`config.mk`:
```
export PLATFORM = sky130hd
export DESIGN_NAME = id_ex_stage
export DESIGN_NICKNAME = d
export VERILOG_FILES = /design/src/rtl/id_ex_stage.sv
export SDC_FILE = /design/constraint.sdc
export NUM_CORES = 1
export LEC_CHECK = 0
export CAP_MARGIN = 5
export CORE_MARGIN = 8
export CORE_UTILIZATION = 46
export CTS_BUF_LIST = sky130_fd_sc_hd__clkbuf_2
export DETAILED_ROUTE_END_ITERATION = 6
export HOLD_SLACK_MARGIN = 0.08
export PLACE_DENSITY = 0.89
export SLEW_MARGIN = 40
export SYNTH_ARGS = -nofsm -noshare
export SYNTH_HDL_FRONTEND = slang
export SYNTH_SLANG_ARGS = --single-unit
```
`constraint.sdc`:
```
create_clock -name clk -period 4.05 [get_ports clk]
set_input_delay 0.81 -clock clk [delete_from_list [all_inputs] [get_ports clk]]
set_output_delay 0.81 -clock clk [all_outputs]
set_load 0.01 [all_outputs]
```
`src/rtl/id_ex_stage.sv`:
```
// ID/EX pipeline register with ALU-control decode, EX-stage operand forwarding
// and load-use hazard detection feeding the pipeline controller.
module id_ex_stage #(
    parameter int W  = 32,
    parameter int RA = 5
) (
    input  logic          clk,
    input  logic          rst,
    input  logic          stall,
    input  logic          flush,
    input  logic          id_valid,
    input  logic [W-1:0]  id_rs_data,
    input  logic [W-1:0]  id_rt_data,
    input  logic [W-1:0]  id_imm,
    input  logic [RA-1:0] id_rs,
    input  logic [RA-1:0] id_rt,
    input  logic [RA-1:0] id_rd,
    input  logic [5:0]    id_funct,
    input  logic [1:0]    id_alu_op,
    input  logic          id_alu_src,
    input  logic          id_reg_dst,
    input  logic          id_reg_write,
    input  logic          id_mem_read,
    input  logic          id_mem_write,
    input  logic          id_mem_to_reg,
    input  logic          exmem_reg_write,
    input  logic [RA-1:0] exmem_rd,
    input  logic [W-1:0]  exmem_result,
    input  logic          memwb_reg_write,
    input  logic [RA-1:0] memwb_rd,
    input  logic [W-1:0]  memwb_result,
    output logic [W-1:0]  ex_A,
    output logic [W-1:0]  ex_B,
    output logic [2:0]    ex_ALUctrl,
    output logic [W-1:0]  ex_store_data,
    output logic [RA-1:0] ex_wr_reg,
    output logic          ex_valid,
    output logic          ex_reg_write,
    output logic          ex_mem_read,
    output logic          ex_mem_write,
    output logic          ex_mem_to_reg,
    output logic          ex_bad_funct,
    output logic          load_use_hz
);

    localparam logic [2:0] ALU_ADD = 3'b010;
    localparam logic [2:0] ALU_SUB = 3'b110;
    localparam logic [2:0] ALU_AND = 3'b000;
    localparam logic [2:0] ALU_OR  = 3'b001;
    localparam logic [2:0] ALU_SLT = 3'b111;

    logic [W-1:0]  rs_data_q, rt_data_q, imm_q;
    logic [RA-1:0] rs_q, rt_q;
    logic          alu_src_q;
    logic [2:0]    alu_ctrl_d;
    logic          bad_funct_d;
    logic          bubble;
    logic [W-1:0]  fwd_rs, fwd_rt;

    // NOTE: every variable written here gets a default first so no path leaves it unassigned (no latch).
    always_comb begin
        alu_ctrl_d  = ALU_ADD;
        bad_funct_d = 1'b0;
        case (id_alu_op)
            2'b00: alu_ctrl_d = ALU_ADD;
            2'b01: alu_ctrl_d = ALU_SUB;
            2'b11: alu_ctrl_d = ALU_OR;
            default: begin
                case (id_funct)
                    6'b100000: alu_ctrl_d = ALU_ADD;
                    6'b100010: alu_ctrl_d = ALU_SUB;
                    6'b100100: alu_ctrl_d = ALU_AND;
                    6'b100101: alu_ctrl_d = ALU_OR;
                    6'b101010: alu_ctrl_d = ALU_SLT;
                    default:   bad_funct_d = 1'b1;
                endcase
            end
        endcase
    end

    assign load_use_hz = ex_valid && ex_mem_read && (ex_wr_reg != '0) &&
                         ((ex_wr_reg == id_rs) || (ex_wr_reg == id_rt));

    // Reset and bubble share one clear path; stall only blocks the load.
    assign bubble = flush || (!stall && (load_use_hz || !id_valid));

    // NOTE: state is updated with non-blocking assignments so all registers sample pre-edge values.
    always_ff @(posedge clk) begin
        if (rst || bubble) begin
            rs_data_q     <= '0;
            rt_data_q     <= '0;
            imm_q         <= '0;
            rs_q          <= '0;
            rt_q          <= '0;
            alu_src_q     <= 1'b0;
            ex_wr_reg     <= '0;
            ex_ALUctrl    <= ALU_ADD;
            ex_valid      <= 1'b0;
            ex_reg_write  <= 1'b0;
            ex_mem_read   <= 1'b0;
            ex_mem_write  <= 1'b0;
            ex_mem_to_reg <= 1'b0;
            ex_bad_funct  <= 1'b0;
        end else if (!stall) begin
            rs_data_q     <= id_rs_data;
            rt_data_q     <= id_rt_data;
            imm_q         <= id_imm;
            rs_q          <= id_rs;
            rt_q          <= id_rt;
            alu_src_q     <= id_alu_src;
            ex_wr_reg     <= id_reg_dst ? id_rd : id_rt;
            ex_ALUctrl    <= alu_ctrl_d;
            ex_valid      <= 1'b1;
            ex_reg_write  <= id_reg_write;
            ex_mem_read   <= id_mem_read;
            ex_mem_write  <= id_mem_write;
            ex_mem_to_reg <= id_mem_to_reg;
            ex_bad_funct  <= bad_funct_d;
        end
    end

    // EX/MEM beats MEM/WB; register 0 is hardwired and never forwarded.
    function automatic logic [W-1:0] forward(
        input logic [RA-1:0] src,
        input logic [W-1:0]  reg_data,
        input logic          em_we,
        input logic [RA-1:0] em_rd,
        input logic [W-1:0]  em_res,
        input logic          mw_we,
        input logic [RA-1:0] mw_rd,
        input logic [W-1:0]  mw_res
    );
        if (em_we && (em_rd != '0) && (em_rd == src))
            return em_res;
        else if (mw_we && (mw_rd != '0) && (mw_rd == src))
            return mw_res;
        else
            return reg_data;
    endfunction

    assign fwd_rs = forward(rs_q, rs_data_q, exmem_reg_write, exmem_rd, exmem_result,
                            memwb_reg_write, memwb_rd, memwb_result);
    assign fwd_rt = forward(rt_q, rt_data_q, exmem_reg_write, exmem_rd, exmem_result,
                            memwb_reg_write, memwb_rd, memwb_result);

    assign ex_A          = fwd_rs;
    assign ex_store_data = fwd_rt;
    assign ex_B          = alu_src_q ? imm_q : fwd_rt;

endmodule

```
==> results of run 1 <==
==> per-stage QoR <==
step / setup TNS [ns] / total power (µW) / hold slack [ns]
global placement: -17.17 / 1830 / 0.434
CTS: -0.669 / 2910 / 0.495
finish: -0.0761 / 2930 / 0.497
floorplan: 0 / 1450 / 0.437
detailed placement: -15.36 / 1830 / 0.452
global route: -0.206 / 3010 / 0.508
==> Yosys cell counts (2+ instances only) <==
master / count / area share
a21oi_1: 33 / 0.025
a22o_1: 117 / 0.16
a31oi_1: 3 / 0.0029
a31oi_4: 30 / 0.098
and2_1: 2 / 0.0019
buf_1: 6 / 0.0035
buf_12: 3 / 0.0092
buf_2: 20 / 0.015
buf_4: 2 / 0.0023
clkbuf_1: 29 / 0.017
dfxtp_1: 121 / 0.37
mux2_2: 37 / 0.064
mux2i_1: 33 / 0.051
nand2_1: 5 / 0.0029
nand3_1: 35 / 0.027
nand4_1: 3 / 0.0029
nor2_1: 35 / 0.020
nor3_1: 32 / 0.025
o21ai_0: 3 / 0.0023
o21ai_1: 32 / 0.025
or4_4: 2 / 0.0035
xnor2_1: 23 / 0.031
xor2_1: 7 / 0.0094
==> power breakdown <==
part	internal [µW]	total [µW]	switching [µW]
sequential	1220	1240	23.2
clock	588	1070	485
combinational	363	612	250
==> cell type report <==
cell class	count	share of cell area
multi-input cells	454	0.377
clock buffers	18	0.00821
repair buffers	391	0.350
flip-flops and latches	121	0.221
clock inverters	14	0.0229
well taps	180	0.0205
inverters	1	0.000342
diodes	3	0.000684
==> worst max-delay path by stage <==
stage	startpoint	end	slack, ns	cells past startpoint
after floorplan	exmem_rd[1]	ex_B[10]	0.86	7
after global placement	memwb_rd[1]	ex_A[18]	-0.29	8
after detailed placement	memwb_rd[4]	ex_B[24]	-0.26	9
after CTS	memwb_rd[4]	ex_B[6]	-0.22	9
after global routing	memwb_rd[2]	ex_B[28]	-0.13	11
final	memwb_rd[2]	ex_B[28]	-0.08	11
==> routing by layer <==
metal | global-route usage | wire, µm | vias up
met3 | 0.0940 | 2200 | 91
li1 | - | - | 3152
met5 | 0 | 13 | -
met1 | 0.307 | 10500 | 3313
met4 | 0.129 | 1190 | 2
met2 | 0.478 | 13500 | 369
==> repair_timing <==
item	4_1_cts	5_1_grt
setup buffers	11	5
gates resized for setup	164	59
setup endpoints to repair	96	33
pin swaps	3	6
hold buffers	0	0
gates cloned	3	2
==> cell families (layout without fill, tap and decap cells) <==
| family | Yosys count | count (layout) |
|---|---|---|
| AO/OA/AOI/OAI | 229 | 229 |
| AND/OR/NAND/NOR | 125 | 125 |
| flip-flops | 121 | 121 |
| multiplexers | 70 | 70 |
| buffers and inverters | 62 | 424 |
| XOR/XNOR | 30 | 30 |
| other | 0 | 3 |
==> impl_metrics.ini, run 1 <==
[status]
status = complete, but fails checks
failed_checks = negative setup slack

[setup_path]
critical_path_class = input port to output pin
worst_ep_required_time_ns = 3.24
slowest_delay_ns = 0.57
cp-start-kind = input port
timing.rr.end = rt_data_q[11]
cp_slowest_cell = or4b_4
cp_top_family = buffers and inverters
critPathArrivalTime_ns = 3.32
r2r_slack_ns = 1.51
r2r_cells = 5
worstPathMaxFanout = 8
rr_startpoint = ex_wr_reg[4]
path_cells = clkdlybuf4s50_1, buf_4, xor2_1, or4b_4, buf_4, buf_12, o21ai_4, a31oi_4, buf_6, mux2_2, clkdlybuf4s15_2
end_kind = output pin
cp_common_cell = buf_4
path_buf_inv = 6

[grt]
grt_util_all_layers = 0.280
grt_pass1_wl_mm = 39.7
grt_start_max_net_pins = 110
grt-ovfl-total = 0
grt_pass1_vias = 7077
antenna_found_initial = 4

[synthesis]
synth-adder-area-share = 0
ys_ff_latch = 121
synth-main-ff-cell = dfxtp_1
synth_cell_types = 47
ys.warnings.count = 0
synth_nets = 843
synthSimpleGateAreaFrac = 0.0976
synth_area_per_cell_um2 = 10.2
synth_top_family_by_area = compound AO/OA/AOI/OAI gates
synth_xor_area_frac = 0.0403
syn-cell-area_mm2 = 0.00653
syn_inst = 637
synth_edf_count = 0
synth_compound_area_frac = 0.327
synthMuxAreaShare = 0.114
seq_area_frac_synth = 0.371
async_flop_share = 0

[finish]
top_regs = imm_q (32), rs_data_q (32), rt_data_q (32)
post-route-util = 0.790
final_cells = 1182
area_growth_pct = 68.1
fillers = 925
layout-drive-gt1-share = 0.252
layout_common_cells = 216 x clkdlybuf4s50_1, 120 x dfxtp_1, 117 x a22o_1, 68 x dlygate4sd2_1, 54 x buf_4
multi_input_area_mm2 = 0.00413
finish.instance_area_mm2 = 0.0110
ff_latch_area_mm2 = 0.00243
nets = 1192
layout_commonest_cell = clkdlybuf4s50_1

[sta]
period_share = 1.02
hold_viol_final = 0
drv_slew = 0
tightest_slew_ns = 0.740
slew_headroom = 0.507
skew_ns = 0.0219
period_minus_slack_ns = 4.13
fin_ws_ns = -0.0761
setup_viol = 1
rsz0062_at_grt = true
fmax_mhz = 242

[route]
drtIter0Drc = 447
avgRoutedWirePerCell_um = 23.2
routed-via-count = 6927
drc = 0
wirelength_mm = 27.4
via_per_inst = 5.86
postRouteAntennaNets = 0
drtPass1Iterations = 7

[floorplan]
rows = 43
dieArea_mm2 = 0.0183
die_x_um = 135
io_pins = 317
core_mm2 = 0.0139
initial_utilization = 0.470
chipHeight_um = 135

[pwr]
vdd_drop_max_uv = 224
power.density_mw_per_mm2 = 267
power_leakage_uw = 0.00440

[placed_design]
dp_hpwl_mm = 19.4
placed_area_mm2 = 0.0101
io_buffers = 316
dp_worst_setup_slack_ns = -0.260
place_congestion = 0.850
place_inst = 1126

[min_path]
hold-path-cell-count = 1
hp-start = imm_q[3]
hold_class = flip-flop to flip-flop
whs_endpoint = imm_q[3]

[clock_tree]
clk_latency_ns = 0.74
cts_tree = done
clock-sinks = 121
clk_pin_slew_ns = 0.17
h-tree-depth = 4
clk_path_buf_depth = 2
root_buffer = clkbuf_2
cts_made_buffers = 17

[run]
drv_cap = 0
Note: power is estimated with default switching activity, not from simulation.
==> inputs of run 2 (changes only) <==
CTS_CLUSTER_DIAMETER = 30   (was unset)
SKIP_CTS_REPAIR_TIMING = 1   (was unset)
==> run 2 against run 1 <==
Against the previous run: the run still ends with negative setup slack left; sequential share of layout area is essentially flat; final cell count shrank 0.93%; register-to-register slack lost 0.02 ns; critical endpoint is now ex_B[18]; hold slack is essentially flat; first-iteration DRC count grew 28%; clock-buffer cell count is the same; non-clock buffer count shrank 10; worst setup slack lost 0.12 ns; critical path type unchanged; largest power group unchanged; power shrank 0.78%; critical path depth shrank 2; sequential power is essentially flat.
==> impl_metrics.ini, run 2 (synthesized netlist as in run 1, its figures left out) <==
[status]
status = complete, but fails checks
failed_checks = negative setup slack

[route]
drtIter0Drc = 571
via_per_inst = 5.84
routed-via-count = 6840
drtPass1Iterations = 7
avgRoutedWirePerCell_um = 22.9
drc = 0
postRouteAntennaNets = 0
wirelength_mm = 26.8

[finish]
layout_commonest_cell = clkdlybuf4s50_1
layout-drive-gt1-share = 0.215
area_growth_pct = 68.4
layout_common_cells = 229 x clkdlybuf4s50_1, 120 x dfxtp_1, 117 x a22o_1, 83 x dlymetal6s2s_1, 55 x buf_4
final_cells = 1171
nets = 1182
finish.instance_area_mm2 = 0.0110
post-route-util = 0.792
top_regs = imm_q (32), rs_data_q (32), rt_data_q (32)

[pwr]
power_leakage_uw = 0.00532
power.density_mw_per_mm2 = 264
vdd_drop_max_uv = 223

[grt]
grt_pass1_vias = 6881
grt-ovfl-total = 0
grt_util_all_layers = 0.266
grt_start_max_net_pins = 110
antenna_found_initial = 3
grt_pass1_wl_mm = 37.9

[sta]
setup_viol = 4
rsz0062_at_grt = true
slew_headroom = 0.484
fmax_mhz = 236
hold_viol_final = 0
tightest_slew_ns = 0.775
setup_tns_ns = -0.723
period_share = 1.05
skew_ns = 0.0242
drv_slew = 0
period_minus_slack_ns = 4.24
fin_ws_ns = -0.195

[clock_tree]
clk_latency_ns = 0.71
cts_tree = done
clock-sinks = 121
h-tree-depth = 4
clk_pin_slew_ns = 0.18
root_buffer = clkbuf_2
clk_path_buf_depth = 2
cts_made_buffers = 17

[floorplan]
dieArea_mm2 = 0.0183
chipHeight_um = 135
io_pins = 317
core_mm2 = 0.0139
die_x_um = 135
initial_utilization = 0.470
rows = 43

[placed_design]
place_congestion = 0.850
dp_hpwl_mm = 19.4
placed_area_mm2 = 0.0101
io_buffers = 316
place_inst = 1126

[setup_path]
rr_startpoint = ex_wr_reg[4]
critPathArrivalTime_ns = 3.43
worstPathMaxFanout = 16
cp-start-kind = input port
cp_slowest_cell = or4b_4
cp_common_cell = clkdlybuf4s50_1
path_cells = clkdlybuf4s50_1, buf_4, xor2_1, or4b_4, buf_12, o21ai_1, a31oi_4, mux2_2, clkdlybuf4s50_1
worst_ep_required_time_ns = 3.24
slowest_delay_ns = 0.58
critical_path_class = input port to output pin
end_kind = output pin
cp-startpoint = memwb_rd[2]

[min_path]
hp-start = imm_q[31]
hold_class = flip-flop to flip-flop

[run]
drv_cap = 0
-- run 2: cell types whose count changed in the layout (fill, tap and decap cells not counted), moves of 3 or more --
cell	change
nand3_1	+4
o21ai_2	+9
dlygate4sd2_1	-68
buf_2	-3
buf_6	-7
o21ai_1	+5
o21ai_4	-14
mux2_2	+3
mux2_4	-3
clkdlybuf4s50_1	+13
dlymetal6s2s_1	+77
clkbuf_2	-13
nand3_2	-4
-- run 2: final timing paths --
check / endpoint / slack (ns) / cells past startpoint
worst max register to register: rs_data_q[6] / 1.49 / 5
worst max-delay path: ex_B[18] / -0.19 / 9
worst min-delay path: imm_q[31] / 0.50 / 1
worst min register to register: imm_q[31] / 0.50 / 1
-- run 2: final cells by class --
class / instances / area [µm²]
multi-input combinational: 454 / 3980
inverter: 1 / 3.75
fill: 861 / 2890
antenna: 2 / 5.00
tap: 180 / 225
clock buffer: 18 / 90.1
clock inverter: 14 / 251
timing repair buffer: 381 / 4010
sequential: 121 / 2430
-- run 2: critical path, delay by kind of cell --
family          cells  cell delay [ns]
buf+inv             4             1.27
simple gates        1             0.58
compound gates      2             0.35
mux                 1             0.28
xor+xnor            1             0.15
-- run 2: stage by stage --
step	setup slack, ns	total power, µW	hold WS [ns]
floorplan	0.858	1450	0.437
global placement	-0.293	1830	0.434
detailed placement	-0.260	1830	0.452
CTS	-0.265	2890	0.495
global route	-0.251	2990	0.508
finish	-0.195	2900	0.497
-- run 2: power breakdown --
group,leakage (µW),internal (µW),switching [µW],total [µW]
sequential,0.000981,1220,22.1,1240
combinational,0.00415,362,237,598
clock,0.000191,588,478,1070
total,0.00532,2170,736,2900
-- run 2: layer usage --
layer	vias up	GRT usage	wire (µm)
li1	3117	-	-
met1	3347	0.295	10500
met2	319	0.459	13700
met3	55	0.0906	2010
met4	2	0.101	660
met5	-	0	13
